<file path="src/rtl/rgb_led_sequencer.sv">
// rtl/rgb_led_sequencer.sv - switch-driven RGB LED mode sequencer with debounce and PWM dimming
module rgb_led_sequencer #(
    parameter int unsigned DEBOUNCE_CYCLES = 1250000,
    parameter int unsigned STEP_CYCLES     = 62500000,
    parameter int unsigned PWM_BITS        = 8,
    parameter int unsigned DUTY            = 32
) (
    input  logic       clk_125,
    input  logic       rst_n,
    input  logic [1:0] sw,
    output logic       ld4_r_n,
    output logic       ld4_g_n,
    output logic       ld4_b_n,
    output logic       ld5_r_n,
    output logic       ld5_g_n,
    output logic       ld5_b_n,
    output logic [2:0] state_o
);

    localparam int DB_W = $clog2(DEBOUNCE_CYCLES + 1);
    localparam int ST_W = $clog2(STEP_CYCLES + 1);
    localparam logic [DB_W-1:0]     DB_LAST   = DB_W'(DEBOUNCE_CYCLES - 1);
    localparam logic [ST_W-1:0]     STEP_LAST = ST_W'(STEP_CYCLES - 1);
    localparam logic [PWM_BITS-1:0] DUTY_V    = PWM_BITS'(DUTY);

    typedef enum logic [2:0] {
        ST_IDLE   = 3'd0,
        ST_STATIC = 3'd1,
        ST_CYC_R  = 3'd2,
        ST_CYC_G  = 3'd3,
        ST_CYC_B  = 3'd4
    } state_t;

    logic [1:0]          sw_m;
    logic [1:0]          sw_s;
    logic [1:0]          sw_db;
    logic [DB_W-1:0]     db_cnt [2];
    logic [PWM_BITS-1:0] pwm_cnt;
    logic                pwm_on;
    logic [ST_W-1:0]     step_cnt;
    state_t              state;
    state_t              next_colour;
    logic [5:0]          lit;
    logic [5:0]          led_q;

    always_ff @(posedge clk_125 or negedge rst_n) begin
        if (!rst_n) begin
            sw_m <= '0;
            sw_s <= '0;
        end else begin
            sw_m <= sw;
            sw_s <= sw_m;
        end
    end

    // Any agreement with the stable value restarts the count, so short glitches are dropped.
    always_ff @(posedge clk_125 or negedge rst_n) begin
        if (!rst_n) begin
            sw_db     <= '0;
            db_cnt[0] <= '0;
            db_cnt[1] <= '0;
        end else begin
            for (int i = 0; i < 2; i++) begin
                if (sw_s[i] == sw_db[i]) begin
                    db_cnt[i] <= '0;
                end else if (db_cnt[i] == DB_LAST) begin
                    sw_db[i]  <= sw_s[i];
                    db_cnt[i] <= '0;
                end else begin
                    db_cnt[i] <= db_cnt[i] + 1'b1;
                end
            end
        end
    end

    always_ff @(posedge clk_125 or negedge rst_n) begin
        if (!rst_n) begin
            pwm_cnt <= '0;
        end else begin
            pwm_cnt <= pwm_cnt + 1'b1;
        end
    end

    assign pwm_on = (pwm_cnt < DUTY_V);

    // lit bit order: {ld4_r, ld4_g, ld4_b, ld5_r, ld5_g, ld5_b}
    always_comb begin
        lit         = 6'b000000;
        next_colour = ST_CYC_R;
        case (state)
            ST_STATIC: lit = 6'b001001;
            ST_CYC_R: begin
                lit         = 6'b100010;
                next_colour = ST_CYC_G;
            end
            ST_CYC_G: begin
                lit         = 6'b010001;
                next_colour = ST_CYC_B;
            end
            ST_CYC_B: begin
                lit         = 6'b001100;
                next_colour = ST_CYC_R;
            end
            default: begin
                lit         = 6'b000000;
                next_colour = ST_CYC_R;
            end
        endcase
    end

    always_ff @(posedge clk_125 or negedge rst_n) begin
        if (!rst_n) begin
            state    <= ST_IDLE;
            step_cnt <= '0;
            led_q    <= '1;
        end else begin
            led_q <= pwm_on ? ~lit : 6'b111111;
            if (state > ST_CYC_B) begin
                state    <= ST_IDLE;
                step_cnt <= '0;
            end else if (!sw_db[0]) begin
                state    <= ST_IDLE;
                step_cnt <= '0;
            end else if (!sw_db[1]) begin
                state    <= ST_STATIC;
                step_cnt <= '0;
            end else begin
                case (state)
                    ST_CYC_R, ST_CYC_G, ST_CYC_B: begin
                        if (step_cnt == STEP_LAST) begin
                            state    <= next_colour;
                            step_cnt <= '0;
                        end else begin
                            step_cnt <= step_cnt + 1'b1;
                        end
                    end
                    default: begin
                        state    <= ST_CYC_R;
                        step_cnt <= '0;
                    end
                endcase
            end
        end
    end

    assign ld4_r_n = led_q[5];
    assign ld4_g_n = led_q[4];
    assign ld4_b_n = led_q[3];
    assign ld5_r_n = led_q[2];
    assign ld5_g_n = led_q[1];
    assign ld5_b_n = led_q[0];
    assign state_o = state;

endmodule

</file>
<file path="config.mk">
export PLATFORM = sky130hd
export DESIGN_NAME = rgb_led_sequencer
export DESIGN_NICKNAME = d
export VERILOG_FILES = /design/src/rtl/rgb_led_sequencer.sv
export SDC_FILE = /design/constraint.sdc
export NUM_CORES = 1
export LEC_CHECK = 0
export CAP_MARGIN = 20
export CORE_AREA = 2 2 106 77
export CTS_BUF_LIST = sky130_fd_sc_hd__clkbuf_8 sky130_fd_sc_hd__clkbuf_16
export CTS_CLUSTER_DIAMETER = 50
export DETAILED_ROUTE_END_ITERATION = 8
export DIE_AREA = 0 0 108 79
export GPL_TIMING_DRIVEN = 0
export PLACE_DENSITY = 0.79
export REMOVE_ABC_BUFFERS = 1
export SLEW_MARGIN = 40
export SYNTH_ARGS = -nofsm -noshare
export SYNTH_HDL_FRONTEND = slang
export SYNTH_SLANG_ARGS = --single-unit
</file>
<file path="constraint.sdc">
create_clock -name clk_125 -period 4.98 [get_ports clk_125]
set_input_delay 0.498 -clock clk_125 [delete_from_list [all_inputs] [get_ports clk_125]]
set_output_delay 0.498 -clock clk_125 [all_outputs]
set_load 0.05 [all_outputs]
</file>
After elaboration in Yosys (flattened, before gate mapping). Index checks and enable logic that the tools add are counted.

Flip-flop bits (word level): 91. Bits in latches: 0. Bits in writable memories: 0. Memory bits (read-only): 0. Output and inout port bits: 9. Logic and storage cells: 49. Memories: 0.

Add/subtract/negate cells: 4. Multiply operators: 0. Divide/modulo/power cells: 0. Order comparisons: 2. Eq/ne operators: 10. Shift-type cells: 0. Mux-type cells: 17. Bitwise logic cells: 3. Reductions and logical operators: 3.

Operators by type and width (count): 2-to-1 mux 26 bit (5); 2-to-1 mux 21 bit (4); adder 21 x 1 -> 21 bit (second input constant) (2); == test 21 bit (second input constant) (2); adder 26 x 1 -> 26 bit (second input constant) (1); == test 26 bit (second input constant) (1); one-hot mux 6 bit (4 select lines) (1); 2-to-1 mux 3 bit (5); adder 8 x 1 -> 8 bit (second input constant) (1); < comparator 8 x 6 -> 1 bit (second input constant) (1); == test 3 x 2 -> 1 bit (second input constant) (2); 2-to-1 mux 6 bit (1); inverter 6 bit (1); one-hot mux 3 bit (2 select lines) (1); inequality test 5 bit (second input constant) (1); AND reduction 2 bit (2); == test 3 x 1 -> 1 bit (second input constant) (1); == test 3 bit (second input constant) (1); greater-than comparator 3 bit (second input constant) (1); OR reduction 3 bit (1); == test 1 bit (2); inverter 1 bit (2).

Logic depth before layout (Yosys ltp).
Word-level depth: 7. Mapped depth: 7.

Worst setup path after synthesis. No wires, ideal clock.

Path type: flip-flop to flip-flop. Start: reg db_cnt[0] (netlist bit). End: reg db_cnt[16] (netlist bit). Arrival time: 1.907 ns. Setup slack: 2.995 ns. Stages on the path, launching flop included: 7. Buffers on the path: 1. Clock period less this slack: 1.985 ns. Cells stage by stage: dfrtp_1 ha_1 nand3_2 or4_1 clkbuf_1 or4_1 a21oi_1.

Word-level cells in the longest chain between the ends: 3. Elaborated cells between the ends (all ways): 4. Those cells by class: add/sub (1); eq/ne (1); mux (2).

RTL lines: start, declared (line 37) `logic [DB_W-1:0] db_cnt [2];`; start signal, assigned by index (line 70) `db_cnt[i] <= db_cnt[i] + 1'b1;`; adder 21 x 1 -> 21 bit / == test 21 bit (equally long branches) (line 70, 66); 2-to-1 mux 21 bit (*) (line 66) `end else if (db_cnt[i] == DB_LAST) begin`; 2-to-1 mux 21 bit (*) (line 64) `if (sw_s[i] == sw_db[i]) begin`.

Mark *: on every way between the ends. The rest lies on a longest branch, timed or not. A chain may end at the register's enable or synchronous reset.

Final worst setup path.
Start: reg step_cnt[5]. End: reg step_cnt[21].

Word-level cells in the longest chain between the ends: 6. Elaborated cells between the ends (all ways): 7. Those cells by class: add/sub (1); eq/ne (1); mux (5).

RTL lines: start, declared (line 40) `logic [ST_W-1:0] step_cnt;`; start signal, assigned (line 134) `step_cnt <= step_cnt + 1'b1;`; adder 26 x 1 -> 26 bit / == test 26 bit (equally long branches) (line 134, 130); 2-to-1 mux 26 bit (*) (line 130) `if (step_cnt == STEP_LAST) begin`; 2-to-1 mux 26 bit (*) (line 128) `case (state)`; 2-to-1 mux 26 bit (*) (line 124) `end else if (!sw_db[1]) begin`; 2-to-1 mux 26 bit (*) (line 121) `end else if (!sw_db[0]) begin`; 2-to-1 mux 26 bit (*) (line 118) `if (state > ST_CYC_B) begin`.

Marked as above.

==> tab_implementation.tex <==
\begin{tabular}{lr}
\hline
Metric & Value \\
\hline
\multicolumn{2}{l}{\textbf{Outcome}} \\
Status & finished clean \\
\multicolumn{2}{l}{\textbf{Yosys}} \\
Most common flop cell mapped by yosys & dfrtp\_1 \\
Count of warnings emitted by yosys & 0 \\
Sequential cell area fraction in the yosys report & 0.509 \\
Post-synthesis average cell area & around 10 um2 \\
Number of synthesized flops with an enable pin & 0 \\
Number of distinct library cells after synthesis & between 40 and 50 \\
Synthesized instance count & roughly 440 \\
Async set-or-reset flop fraction in the synthesized netlist & 1.00 \\
Post-synth design cell area & roughly 4400 um2 \\
Register bit count reported by yosys & 90 \\
\multicolumn{2}{l}{\textbf{Global routing}} \\
Leftover overflow at the end of global routing & 0 \\
Number of antenna violations at the first check in global routing & 0 \\
GRT Overall Usage & 0.226 \\
Vias in the first global route & 3,318 \\
Pin count of the biggest net entering global routing & between 60 and 70 \\
Global-route wire length before repair & $\sim$15,000 um \\
\multicolumn{2}{l}{\textbf{Routing}} \\
Total routed wirelength & 8590 um \\
Count of unresolved DRC violations after routing & 0 \\
Total vias in the final route & about 3,400 \\
Pre-Repair DR Iteration Count & 4 \\
Average via count per standard cell & 6.14 \\
Initial detailed-routing violation count & 244 \\
Routed length per placed instance & 15.4 um \\
Number of nets with antenna violations after detailed routing & 0 \\
\multicolumn{2}{l}{\textbf{Setup path}} \\
Worst Path Max Fanout & 15 \\
Crit path DAT & 2.54 ns \\
Capturing element type of the critical path & flop \\
Reg2Reg Launch Point & step\_cnt[5]\$\_DFF\_PN0\_ \\
Required time at the endpoint of the critical path & 5.25 ns \\
Slack of the worst reg-to-reg path & 2.70 ns \\
Cells on worst reg2reg path & 4 \\
Critical path capture point & step\_cnt[21]\$\_DFF\_PN0\_ \\
Critical register-to-register path endpoint & step\_cnt[21]\$\_DFF\_PN0\_ \\
Type of the worst setup path & flop to flop \\
Startpoint kind of the worst setup timing path & flop \\
Origin of the worst setup path & step\_cnt[5]\$\_DFF\_PN0\_ \\
\multicolumn{2}{l}{\textbf{Die}} \\
Core footprint & approximately 7600 um2 \\
Initial standard-cell utilization of the core & 0.584 \\
Top-Level Pins & 13 \\
Number of cell rows & 27 \\
Chip Width & 108 um \\
Die Outline Area & 8530 um2 \\
Die extent in y & 79 um \\
\multicolumn{2}{l}{\textbf{Layout}} \\
Most frequent standard cell in the layout excluding fill and tap cells & dfrtp\_1 \\
Sequential cell area & 2260 um2 \\
Number of nets in the finished design & 461 \\
Fill cell count & 608 \\
Commonest non-fill, non-tap cells in the layout & 85 x dfrtp\_1, 31 x nor2\_1, 28 x nand3\_1, 28 x nand2\_1, 25 x xor2\_1 \\
Multi-input gate area & 2080 um2 \\
Final core utilization & 0.648 \\
Layout cells sized above 1 & 0.0808 \\
Layout Area Growth over Synthesis & 10.9\% \\
Ant diodes & 0 \\
Final standard cell count with taps included and fillers excluded & 559 \\
\multicolumn{2}{l}{\textbf{Timing}} \\
Worst-case headroom to the max-slew limit & 0.615 \\
Final count of hold timing violations & 0 \\
Max Transition Viols Final & 0 \\
Post-Route Skew & 0.00917 ns \\
Final-layout worst hold slack & 0.356 ns \\
Actual transition at the worst max-transition pin & $\sim$0.58 ns \\
Fin crit period & 2.28 ns \\
RSZ-0062 raised after global routing & no \\
Final sum of negative setup slack & 0 ns \\
Final Setup Violations & 0 \\
Highest clock frequency the design can meet & 0.439 GHz \\
Period Utilization, post-route & 0.457 \\
\multicolumn{2}{l}{\textbf{Job}} \\
Maximum Capacitance Violations & 0 \\
\multicolumn{2}{l}{\textbf{Clock network}} \\
Cell at the root of the clock tree & clkbuf\_8 \\
Post-CTS Setup Inserts & 0 \\
Cts bufs inserted & 9 \\
TritonCTS clock tree & yes \\
Clock H-tree levels & 3 \\
Resized Gates After CTS & 0 \\
CTS clk-pin slew, worst paths & 0.08 ns \\
Number of clock sinks & 90 \\
Skew-Pair Late Insertion Delay & $\sim$0.36 ns \\
Maximum root-to-sink buffer count & 2 \\
\multicolumn{2}{l}{\textbf{Placed design}} \\
Final weighted congestion in routability-driven placement & 0.840 \\
Total placed cells including tap cells & about 540 \\
Post-DP HPWL & 5890 um \\
Number of buffers added on ports & 12 \\
\multicolumn{2}{l}{\textbf{Pwr}} \\
Worst voltage drop across the vdd grid & 0.000181 V \\
Cell area power density & between 200 and 300 nW/um2 \\
Static Leak & 0.00187 uW \\
\multicolumn{2}{l}{\textbf{Min path}} \\
Hold WC Path Type & flop to flop \\
\hline
\end{tabular}
==> cells by family after synthesis <==
logic type / share of synthesized area
xor+xnor: 0.0829
simple gates: 0.267
flops: 0.509
compound gates: 0.0970
fa+ha+maj: 0.0113
mux: 0.00507
buf+inv: 0.0285
==> metrics by stage <==
step,total power [uW],cell area (um2),worst slack (ns)
3_5_place_dp,790,4700,2.77
3_3_place_gp,785,4590,0.163
5_1_grt,1370,4920,2.55
6_report,1310,4920,2.70
4_1_cts,1330,4920,2.72
2_1_floorplan,765,4350,2.25
==> state kept, by name, indices dropped and copies added (netlist names) <==
signal and count:
db_cnt 42, led_q 5, pwm_cnt 8, state_o 3, step_cnt 26, sw_db 2, sw_m 2, sw_s 2
==> cell usage after synthesis, types with 5 or more instances <==
| cell type | number | area (um2) |
|---|---|---|
| or3_1 | 15 | 93.8 |
| a21oi_1 | 17 | 85.1 |
| nand4_1 | 20 | 125 |
| nor2_1 | 31 | 116 |
| inv_1 | 9 | 33.8 |
| dfrtp_1 | 85 | 2130 |
| nor4_1 | 6 | 37.5 |
| nor3_1 | 20 | 100 |
| or4_1 | 19 | 143 |
| o31ai_1 | 14 | 105 |
| nand3_1 | 28 | 140 |
| xnor2_1 | 17 | 149 |
| and3_1 | 7 | 43.8 |
| nand2_1 | 28 | 105 |
| nor4b_1 | 6 | 52.6 |
| a211oi_1 | 12 | 90.1 |
| xor2_1 | 25 | 219 |
| clkbuf_1 | 16 | 60.1 |
| dfstp_2 | 5 | 131 |
| o21ai_0 | 16 | 80.1 |
| and4_1 | 8 | 70.1 |
==> report_power, final <==
| group | internal (uW) | total, uW | switching, uW |
|---|---|---|---|
| logic | 10.8 | 34.1 | 23.2 |
| registers | 736 | 741 | 5.22 |
| clock network | 281 | 534 | 253 |
==> final cells by class <==
class / count / area share
Timing Repair Buffer: 20 / 0.0414
Sequential cell: 90 / 0.459
Clock buffer: 9 / 0.0252
Tap cell: 101 / 0.0257
Multi-Input combinational cell: 323 / 0.423
Inverter: 9 / 0.00686
Clock inverter: 7 / 0.0193
==> critical path: stages, from the launching register on <==
cell and delay, ns:
dfrtp_1 0.48, and4_1 0.35, nand4_1 0.51, or4_1 0.60, a211oi_1 0.25
==> worst min-delay path by stage <==
stage	start	end	slack, ns	depth (start not counted)
5_1_grt	sw_m[1]$_DFF_PN0_	sw_s[1]$_DFF_PN0_	0.38	0
3_3_place_gp	sw_m[1]$_DFF_PN0_	sw_s[1]$_DFF_PN0_	0.34	0
4_1_cts	sw_m[1]$_DFF_PN0_	sw_s[1]$_DFF_PN0_	0.36	0
3_5_place_dp	sw_m[1]$_DFF_PN0_	sw_s[1]$_DFF_PN0_	0.34	0
2_1_floorplan	rst_n	db_cnt[0]$_DFF_PN0_	0.20	0
6_report	sw_m[1]$_DFF_PN0_	sw_s[1]$_DFF_PN0_	0.36	0
==> per-layer routing <==
layer  vias to the layer above  track usage  wire, um
li1                       1660            -         -
met1                      1700        0.310      4170
met2                        67        0.353      4030
met3                         4       0.0468       339
met4                         0       0.0936        48
met5                         -            0         0
==> repair_timing <==
item / CTS / global route
hold buffers: 1 / 0
endpoints found under the hold margin: 23 / 0
endpoints found under the setup margin: 0 / 0
(Power assumes the default switching activity.)
